<file path="src/rtl/fsm_pkg.sv">
// Shared types and line constants for the UART transmitter.
package fsm_pkg;

  typedef enum logic [2:0] {
    TX_IDLE,
    TX_CFG_REQ,
    TX_START,
    TX_DATA,
    TX_PARITY,
    TX_DONE
  } transmitter_fsm_e;

  typedef enum logic [1:0] {
    NONE = 2'b00,
    EVEN = 2'b01,
    ODD  = 2'b10
  } parity_mode_e;

  localparam logic TX_LINE_IDLE = 1'b1;

endpackage

</file>
<file path="src/rtl/uart_tx_core.sv">
// UART transmitter: start, 5..DATA_MAX_WIDTH data bits LSB first, optional parity,
// one or two stop bits, plus a long line-low configuration request.
module uart_tx_core
  import fsm_pkg::*;
#(
  parameter int unsigned DATA_MAX_WIDTH = 8,
  parameter int unsigned TICKS_PER_BIT  = 16,
  parameter int unsigned CFG_REQ_BITS   = 20
) (
  input  logic                      clk_i,
  input  logic                      rst_n_i,
  input  logic                      tick_i,
  input  logic                      tx_start_i,
  input  logic [DATA_MAX_WIDTH-1:0] data_i,
  input  logic [4:0]                data_bits_i,
  input  logic [1:0]                parity_mode_i,
  input  logic                      stop_bits_i,
  input  logic                      cfg_req_i,
  output logic                      tx_o,
  output logic                      tx_ready_o,
  output logic                      tx_done_o
);

  localparam int unsigned TICK_W  = $clog2(TICKS_PER_BIT);
  localparam int unsigned CNT_MAX = (CFG_REQ_BITS > DATA_MAX_WIDTH) ? CFG_REQ_BITS : DATA_MAX_WIDTH;
  localparam int unsigned CNT_W   = $clog2(CNT_MAX) + 1;

  localparam logic [TICK_W-1:0] TICK_LAST = TICK_W'(TICKS_PER_BIT - 1);
  localparam logic [CNT_W-1:0]  CFG_LAST  = CNT_W'(CFG_REQ_BITS - 1);
  localparam logic [4:0]        MIN_BITS  = 5'd5;
  localparam logic [4:0]        MAX_BITS  = 5'(DATA_MAX_WIDTH);

  transmitter_fsm_e            state_q, state_d;
  logic [TICK_W-1:0]           tick_q, tick_d;
  logic [CNT_W-1:0]            bit_q, bit_d;
  logic [CNT_W-1:0]            last_q, last_d;
  logic [DATA_MAX_WIDTH-1:0]   shift_q, shift_d;
  parity_mode_e                pmode_q, pmode_d;
  logic                        pbit_q, pbit_d;
  logic                        stop2_q, stop2_d;
  logic                        tx_q, tx_d;
  logic                        done_q, done_d;

  logic [4:0]                  nbits_c;
  logic [DATA_MAX_WIDTH-1:0]   masked_c;
  parity_mode_e                pmode_c;
  logic                        pbit_c;
  logic                        period_end;

  // Frame parameters captured at acceptance: clamped width, masked payload, parity.
  always_comb begin
    nbits_c = data_bits_i;
    if (data_bits_i < MIN_BITS) begin
      nbits_c = MIN_BITS;
    end else if (data_bits_i > MAX_BITS) begin
      nbits_c = MAX_BITS;
    end
    masked_c = '0;
    for (int unsigned i = 0; i < DATA_MAX_WIDTH; i++) begin
      if (i < 32'(nbits_c)) begin
        masked_c[i] = data_i[i];
      end
    end
    case (parity_mode_i)
      2'b01:   pmode_c = EVEN;
      2'b10:   pmode_c = ODD;
      default: pmode_c = NONE;
    endcase
    pbit_c = ^masked_c;
    if (pmode_c == ODD) begin
      pbit_c = ~pbit_c;
    end
  end

  assign period_end = tick_i && (tick_q == TICK_LAST);

  always_comb begin
    state_d = state_q;
    tick_d  = tick_q;
    bit_d   = bit_q;
    last_d  = last_q;
    shift_d = shift_q;
    pmode_d = pmode_q;
    pbit_d  = pbit_q;
    stop2_d = stop2_q;
    tx_d    = tx_q;
    done_d  = 1'b0;

    if (tick_i && (state_q != TX_IDLE)) begin
      tick_d = period_end ? '0 : tick_q + TICK_W'(1);
    end

    // tx_d tracks the line level of the state being entered, keeping tx_o registered.
    case (state_q)
      TX_IDLE: begin
        tick_d = '0;
        bit_d  = '0;
        if (cfg_req_i) begin
          state_d = TX_CFG_REQ;
          stop2_d = 1'b0;
          tx_d    = 1'b0;
        end else if (tx_start_i) begin
          state_d = TX_START;
          last_d  = CNT_W'(nbits_c - 5'd1);
          shift_d = masked_c;
          pmode_d = pmode_c;
          pbit_d  = pbit_c;
          stop2_d = stop_bits_i;
          tx_d    = 1'b0;
        end
      end
      TX_CFG_REQ: begin
        if (period_end) begin
          if (bit_q == CFG_LAST) begin
            state_d = TX_DONE;
            bit_d   = '0;
            tx_d    = TX_LINE_IDLE;
          end else begin
            bit_d = bit_q + CNT_W'(1);
          end
        end
      end
      TX_START: begin
        if (period_end) begin
          state_d = TX_DATA;
          bit_d   = '0;
          tx_d    = shift_q[0];
        end
      end
      TX_DATA: begin
        if (period_end) begin
          if (bit_q == last_q) begin
            bit_d = '0;
            if (pmode_q == NONE) begin
              state_d = TX_DONE;
              tx_d    = TX_LINE_IDLE;
            end else begin
              state_d = TX_PARITY;
              tx_d    = pbit_q;
            end
          end else begin
            bit_d   = bit_q + CNT_W'(1);
            shift_d = shift_q >> 1;
            tx_d    = shift_q[1];
          end
        end
      end
      TX_PARITY: begin
        if (period_end) begin
          state_d = TX_DONE;
          bit_d   = '0;
          tx_d    = TX_LINE_IDLE;
        end
      end
      TX_DONE: begin
        if (period_end) begin
          if (stop2_q && (bit_q == '0)) begin
            bit_d = CNT_W'(1);
          end else begin
            state_d = TX_IDLE;
            bit_d   = '0;
            done_d  = 1'b1;
            tx_d    = TX_LINE_IDLE;
          end
        end
      end
      default: begin
        state_d = TX_IDLE;
        tick_d  = '0;
        bit_d   = '0;
        tx_d    = TX_LINE_IDLE;
      end
    endcase
  end

  always_ff @(posedge clk_i) begin
    if (!rst_n_i) begin
      state_q <= TX_IDLE;
      tick_q  <= '0;
      bit_q   <= '0;
      last_q  <= '0;
      shift_q <= '0;
      pmode_q <= NONE;
      pbit_q  <= 1'b0;
      stop2_q <= 1'b0;
      tx_q    <= TX_LINE_IDLE;
      done_q  <= 1'b0;
    end else begin
      state_q <= state_d;
      tick_q  <= tick_d;
      bit_q   <= bit_d;
      last_q  <= last_d;
      shift_q <= shift_d;
      pmode_q <= pmode_d;
      pbit_q  <= pbit_d;
      stop2_q <= stop2_d;
      tx_q    <= tx_d;
      done_q  <= done_d;
    end
  end

  assign tx_o       = tx_q;
  assign tx_ready_o = (state_q == TX_IDLE);
  assign tx_done_o  = done_q;

endmodule

</file>
<file path="config.mk">
export PLATFORM = sky130hd
export DESIGN_NAME = uart_tx_core
export DESIGN_NICKNAME = d
export VERILOG_FILES = /design/src/rtl/fsm_pkg.sv /design/src/rtl/uart_tx_core.sv
export SDC_FILE = /design/constraint.sdc
export NUM_CORES = 1
export LEC_CHECK = 0
export ABC_AREA = 1
export ABC_CLOCK_PERIOD_IN_PS = 3050
export BUFFER_PORTS_ARGS = -buffer_cell sky130_fd_sc_hd__buf_4
export CORE_ASPECT_RATIO = 0.8
export CORE_MARGIN = 10
export CORE_UTILIZATION = 50
export CTS_CLUSTER_DIAMETER = 80
export DETAILED_ROUTE_END_ITERATION = 6
export HOLD_SLACK_MARGIN = 0.02
export PLACE_DENSITY = 0.77
export SKIP_CTS_REPAIR_TIMING = 1
export SLEW_MARGIN = 20
export SYNTH_ARGS = -nofsm -noshare
export SYNTH_HDL_FRONTEND = slang
export SYNTH_SLANG_ARGS = --single-unit
export TNS_END_PERCENT = 5
</file>
<file path="constraint.sdc">
create_clock -name clk_i -period 3.05 [get_ports clk_i]
set_input_delay 0.61 -clock clk_i [delete_from_list [all_inputs] [get_ports clk_i]]
set_output_delay 0.61 -clock clk_i [all_outputs]
set_load 0.01 [all_outputs]
</file>
### Word-level counts from Yosys, hierarchy flattened

Index checks and enable logic that the tools add are counted.

| cells by class | value |
|---|---|
| reduce and logical (&&, ||, !) cells | 20 |
| eq/ne operators | 24 |
| $add $sub $neg | 3 |
| $lt $le $gt $ge | 10 |
| multiplexer cells | 53 |
| bitwise logic cells | 2 |

Operators by type and width:

| kind | number |
|---|---|
| 2-to-1 mux 6 bit | 6 |
| 2-to-1 mux 8 bit | 4 |
| 2-to-1 mux 3 bit | 10 |
| 2-to-1 mux 1 bit | 25 |
| one-hot mux 6 bit (4 select lines) | 1 |
| inequality test 2 bit (second input constant) | 11 |
| < comparator 3 x 5 -> 1 bit (first input constant) | 4 |
| one-hot mux 3 bit (6 select lines) | 1 |
| one-hot mux 8 bit (2 select lines) | 1 |
| < comparator 1 x 5 -> 1 bit (first input constant) | 2 |
| < comparator 2 x 5 -> 1 bit (first input constant) | 2 |
| 2-to-1 mux 5 bit | 2 |
| AND reduction 9 bit | 1 |
| AND reduction 8 bit | 1 |
| parity 8 bit | 1 |
| adder 6 x 1 -> 6 bit (second input constant) | 1 |
| == test 3 x 2 -> 1 bit (second input constant) | 2 |
| == test 3 bit (second input constant) | 2 |
| == test 6 x 5 -> 1 bit (second input constant) | 1 |
| == test 6 bit | 1 |
| zero test 6 bit | 1 |
| one-hot mux 1 bit (6 select lines) | 1 |
| AND reduction 3 bit | 2 |
| subtractor 5 x 1 -> 6 bit (second input constant) | 1 |
| other kinds (22) | 28 |

| word-level totals | value |
|---|---|
| logic and storage cells | 122 |
| output and inout port bits | 3 |
| bits in registers | 33 |

### Logic depth before layout (Yosys ltp)

| logic depth | value |
|---|---|
| depth in word-level cells | 8 |
| mapped depth | 12 |
| gate-level depth less buffers | 12 |

### Worst setup path after synthesis

OpenSTA, ideal clock, no wires.

| timing path | value |
|---|---|
| kind | in2reg |
| from | input port data_bits_i[4] |
| to | register last_q[2] |
| cell stages on the path | 6 |
| arrival | 1.538 ns |
| required time | 2.931 ns |
| slack | 1.393 ns |
| library setup time | 0.119 ns |
| path buffers | 0 |
| path through | nor2_1 o21ai_0 ha_1 xor2_1 o21ai_0 a21oi_1 |

| on the way | value |
|---|---|
| word-level cells in the longest chain between the ends | 4 |
| elaborated cells between the ends (all ways) | 5 |
| those cells by class | add/sub (1); order compare (2); mux (2) |

Ends and longest elaborated chain:

| item | line | text |
|---|---|---|
| from (decl) | uart_tx_core.sv:15 | `input logic [4:0] data_bits_i,` |
| greater-than comparator 5 x 4 -> 1 bit | uart_tx_core.sv:55 | `end else if (data_bits_i > MAX_BITS) begin` |
| 2-to-1 mux 5 bit | uart_tx_core.sv:55 |  |
| 2-to-1 mux 5 bit (*) | uart_tx_core.sv:53 | `if (data_bits_i < MIN_BITS) begin` |
| subtractor 5 x 1 -> 6 bit (*) | uart_tx_core.sv:104 | `last_d = CNT_W'(nbits_c - 5'd1);` |
| to (signal assigned) | uart_tx_core.sv:192 | `last_q <= last_d;` |
| to (decl) | uart_tx_core.sv:36 | `logic [CNT_W-1:0] last_q, last_d;` |

Every way passes the cells marked *; elsewhere a longest branch is shown, timed or not.
A chain may end at the register's enable or synchronous reset.

### Worst setup path after layout

| timing path | value |
|---|---|
| from | register state_q[0] |
| to | output port tx_ready_o |

| on the way | value |
|---|---|
| word-level cells in the longest chain between the ends | 1 |

Ends and longest elaborated chain:

| item | line | text |
|---|---|---|
| from (decl) | uart_tx_core.sv:33 | `transmitter_fsm_e state_q, state_d;` |
| from (signal assigned) | uart_tx_core.sv:189 | `state_q <= state_d;` |
| zero test 3 bit | uart_tx_core.sv:203 | `assign tx_ready_o = (state_q == TX_IDLE);` |
| to (decl) | uart_tx_core.sv:20 | `output logic tx_ready_o,` |

Every way passes these cells.

==> key figures <==
CTS
  – Clk pin slew, worst setup/hold paths: 0.06 ns
  – CTS buffer count: 5
  – Clk Latency, worst-skew pair: 0.30 ns
  – Clock root buffer: clkbuf_8
  – CTS Sinks: 33
  – Clock Path Buffers: 2
  – Htree depth: 2
  – CTS tree: yes

Floorplanning
  – Total core area: 0.00393 mm2
  – Die H: 77.9 um
  – Cell Rows: 20
  – Initial core utilization: 0.534
  – Die ar.: 0.00720 mm2
  – IO Pins: 24
  – Die W: 92.4 um

Timing
  – Relative slew margins: 0.694
  – Min Clock Period, post-route: 1.85 ns
  – Min Hold Slack: 0.460 ns
  – Slew at the pin closest to its max-slew limit: 0.457 ns
  – Highest Clock Rate: 0.539 GHz
  – RSZ-0062 raised after global routing: no
  – Final Max Slew Viols: 0
  – Tcrit/Tclk final: 0.608
  – Final TNS setup: 0 ns
  – Worst Skew: 0.0109 ns
  – Worst Setup Slack, final: 1.20 ns
  – Final Setup Violations: 0
  – Final-report hold violation count: 0

Route
  – Vias/cell: 4.88
  – Final ANT Viol Nets: 0
  – Residual DRC: 0
  – Routed wire per std cell: 11.6 um
  – Initial DRC Count: 93
  – Pre-antenna DRT Iters: 4
  – Post-Route WL: 4930 um
  – DR vias: 2071

Final layout
  – N_diodes: 0
  – Non-filler cells, final: 424
  – FILL cells: 402
  – Layout cells sized above 1: 0.144
  – Final cell utilization of the core: 0.612
  – Area delta synth->final: 14.7%
  – Nets: 394

Synth
  – Ys flop type: dfxtp_1
  – Syn_nets: 368
  – Ys Warns: 0
  – Register area share after synthesis: 0.315
  – Synthesized cell area: 0.00210 mm2
  – Synth top area cells: dfxtp_1 32%, nand2_1 17%, inv_1 11%, nand3_1 7.6%, nor2_1 5.9%
  – Seq cells post-synth: 33
  – Post-synth top area cell: dfxtp_1
  – EDFF count, synth: 0
  – Mapped Cells: 342
  – Ys async rst share: 0
  – Distinct cells, synth: 31
  – Top cell type's share of synthesized area: 0.315
  – Mapped Avg Cell Area: 6.13 um2

Pwr
  – Reg power frac: 0.309
  – Switching pwr: 866 uW
  – Leakage Power: 1.25 nW
  – Switching Fraction: 0.459
  – Clk pwr share: 0.168
  – Pwr dens: 784 mW/mm2
  – Internal power: 1.02 mW
  – Comb power frac: 0.523
  – Peak supply drop: 322 uV

Critical path
  – Worst Path Required: 2.44 ns
  – Nature of the critical path endpoint: output pin
  – Worst path arrival time: 1.24 ns
  – Setup CP Type: reg -> out
  – Critical path fanouts, max: 10
  – Worst Setup Start Kind: flip-flop

Place
  – Cells after DPL: 416
  – PortBufs: 23
  – Post-Place Worst Slack: 1.16 ns
  – Detailed placement HPWL: 3840 um
  – Gpl congestion: 0.874

GRT
  – Largest net degree at the start of global routing: 20
  – Total global routing overflow: 0
  – Global-route wire length before repair: 8450 um
  – Initial antenna violation count: 0
  – Vias in the first global route: 1937
  – GRT Util Overall: 0.141

Hold path
  – HP Class: reg -> reg

Outcome
  – Outcome: finished clean

Run
  – Maxcap violations: 0
[critical path: stages, from the launching register on]
cell,delay (ns)
dfxtp_1,0.47
nor2_2,0.09
nand2_4,0.17
inv_2,0.07
buf_4,0.15
[worst paths after layout]
kind         cells after the start                     from  slack [ns]                      end
max                              4  state_q[0]$_SDFFE_PN0P_        1.20               tx_ready_o
min                              2   last_q[4]$_SDFFE_PN0P_        0.46   last_q[4]$_SDFFE_PN0P_
max reg2reg                      8  state_q[0]$_SDFFE_PN0P_        1.37  shift_q[1]$_SDFFE_PN0P_
min reg2reg                      2   last_q[4]$_SDFFE_PN0P_        0.46   last_q[4]$_SDFFE_PN0P_
[logic make-up after synthesis]
group / Yosys count / share of synthesized area
XOR/XNOR: 3 / 0.0125
adder cells (fa/ha/maj): 5 / 0.0298
AND/OR/NAND/NOR: 183 / 0.391
buffers and inverters: 75 / 0.135
AO/OA/AOI/OAI: 43 / 0.116
flip-flops: 33 / 0.315
[flip-flops by register name, summed over array words and instances, names as in the netlist]
| signal | flops |
|---|---|
| pmode_q | 2 |
| tx_done_o | 1 |
| bit_q | 6 |
| tick_q | 4 |
| shift_q | 8 |
| tx_o | 1 |
| last_q | 6 |
| state_q | 3 |
| stop2_q | 1 |
| pbit_q | 1 |
[power groups by stage]
stage	sequential, mW	combinational [mW]	clock, mW
2_1_floorplan	0.580	0.764	0
3_3_place_gp	0.589	0.952	0
3_5_place_dp	0.592	0.972	0
4_1_cts	0.583	0.979	0.322
5_1_grt	0.592	1.14	0.339
6_report	0.583	0.985	0.317
[synth_stat cells, types with 5 or more instances]
cell type / instances
dfxtp_1: 33
a21oi_1: 17
inv_2: 11
ha_1: 5
nor2_1: 33
o21ai_0: 16
nand4_1: 6
inv_1: 59
nand3_1: 32
nand2_1: 94
nor3_1: 6
[layout by cell type, fill, tap and decap left out, types with 5 or more instances in the layout]
master    synthesis  routed
nand2_1          94      94
inv_1            59      59
nor2_1           33      33
dfxtp_1          33      33
nand3_1          32      32
buf_4             0      24
a21oi_1          17      17
o21ai_0          16      16
inv_2            11      11
nand4_1           6       6
nor3_1            6       6
ha_1              5       5
clkbuf_8          0       5
[layout make-up]
| cell class | count | area [um2] | area share |
|---|---|---|---|
| tap | 55 | 68.8 | 0.0286 |
| timing repair buffer | 24 | 180 | 0.0749 |
| sequential | 33 | 661 | 0.275 |
| clock buffer | 8 | 80.1 | 0.0333 |
| inverter | 70 | 263 | 0.109 |
| multi-input combinational | 234 | 1150 | 0.479 |
[metal layers]
metal / vias up / global-route usage / wire length, um
li1: 1116 / - / -
met1: 905 / 0.182 / 2410
met2: 42 / 0.211 / 2120
met3: 8 / 0.0423 / 318
met4: 0 / 0.0631 / 86
met5: - / 0 / 0
[through the flow]
stage	power, mW	area, um2
after floorplan	1.34	2100
after global placement	1.54	2320
after detailed placement	1.56	2320
after CTS	1.88	2400
after global routing	2.07	2400
final	1.88	2400
No activity file was read; power rests on OpenSTA's default activity.
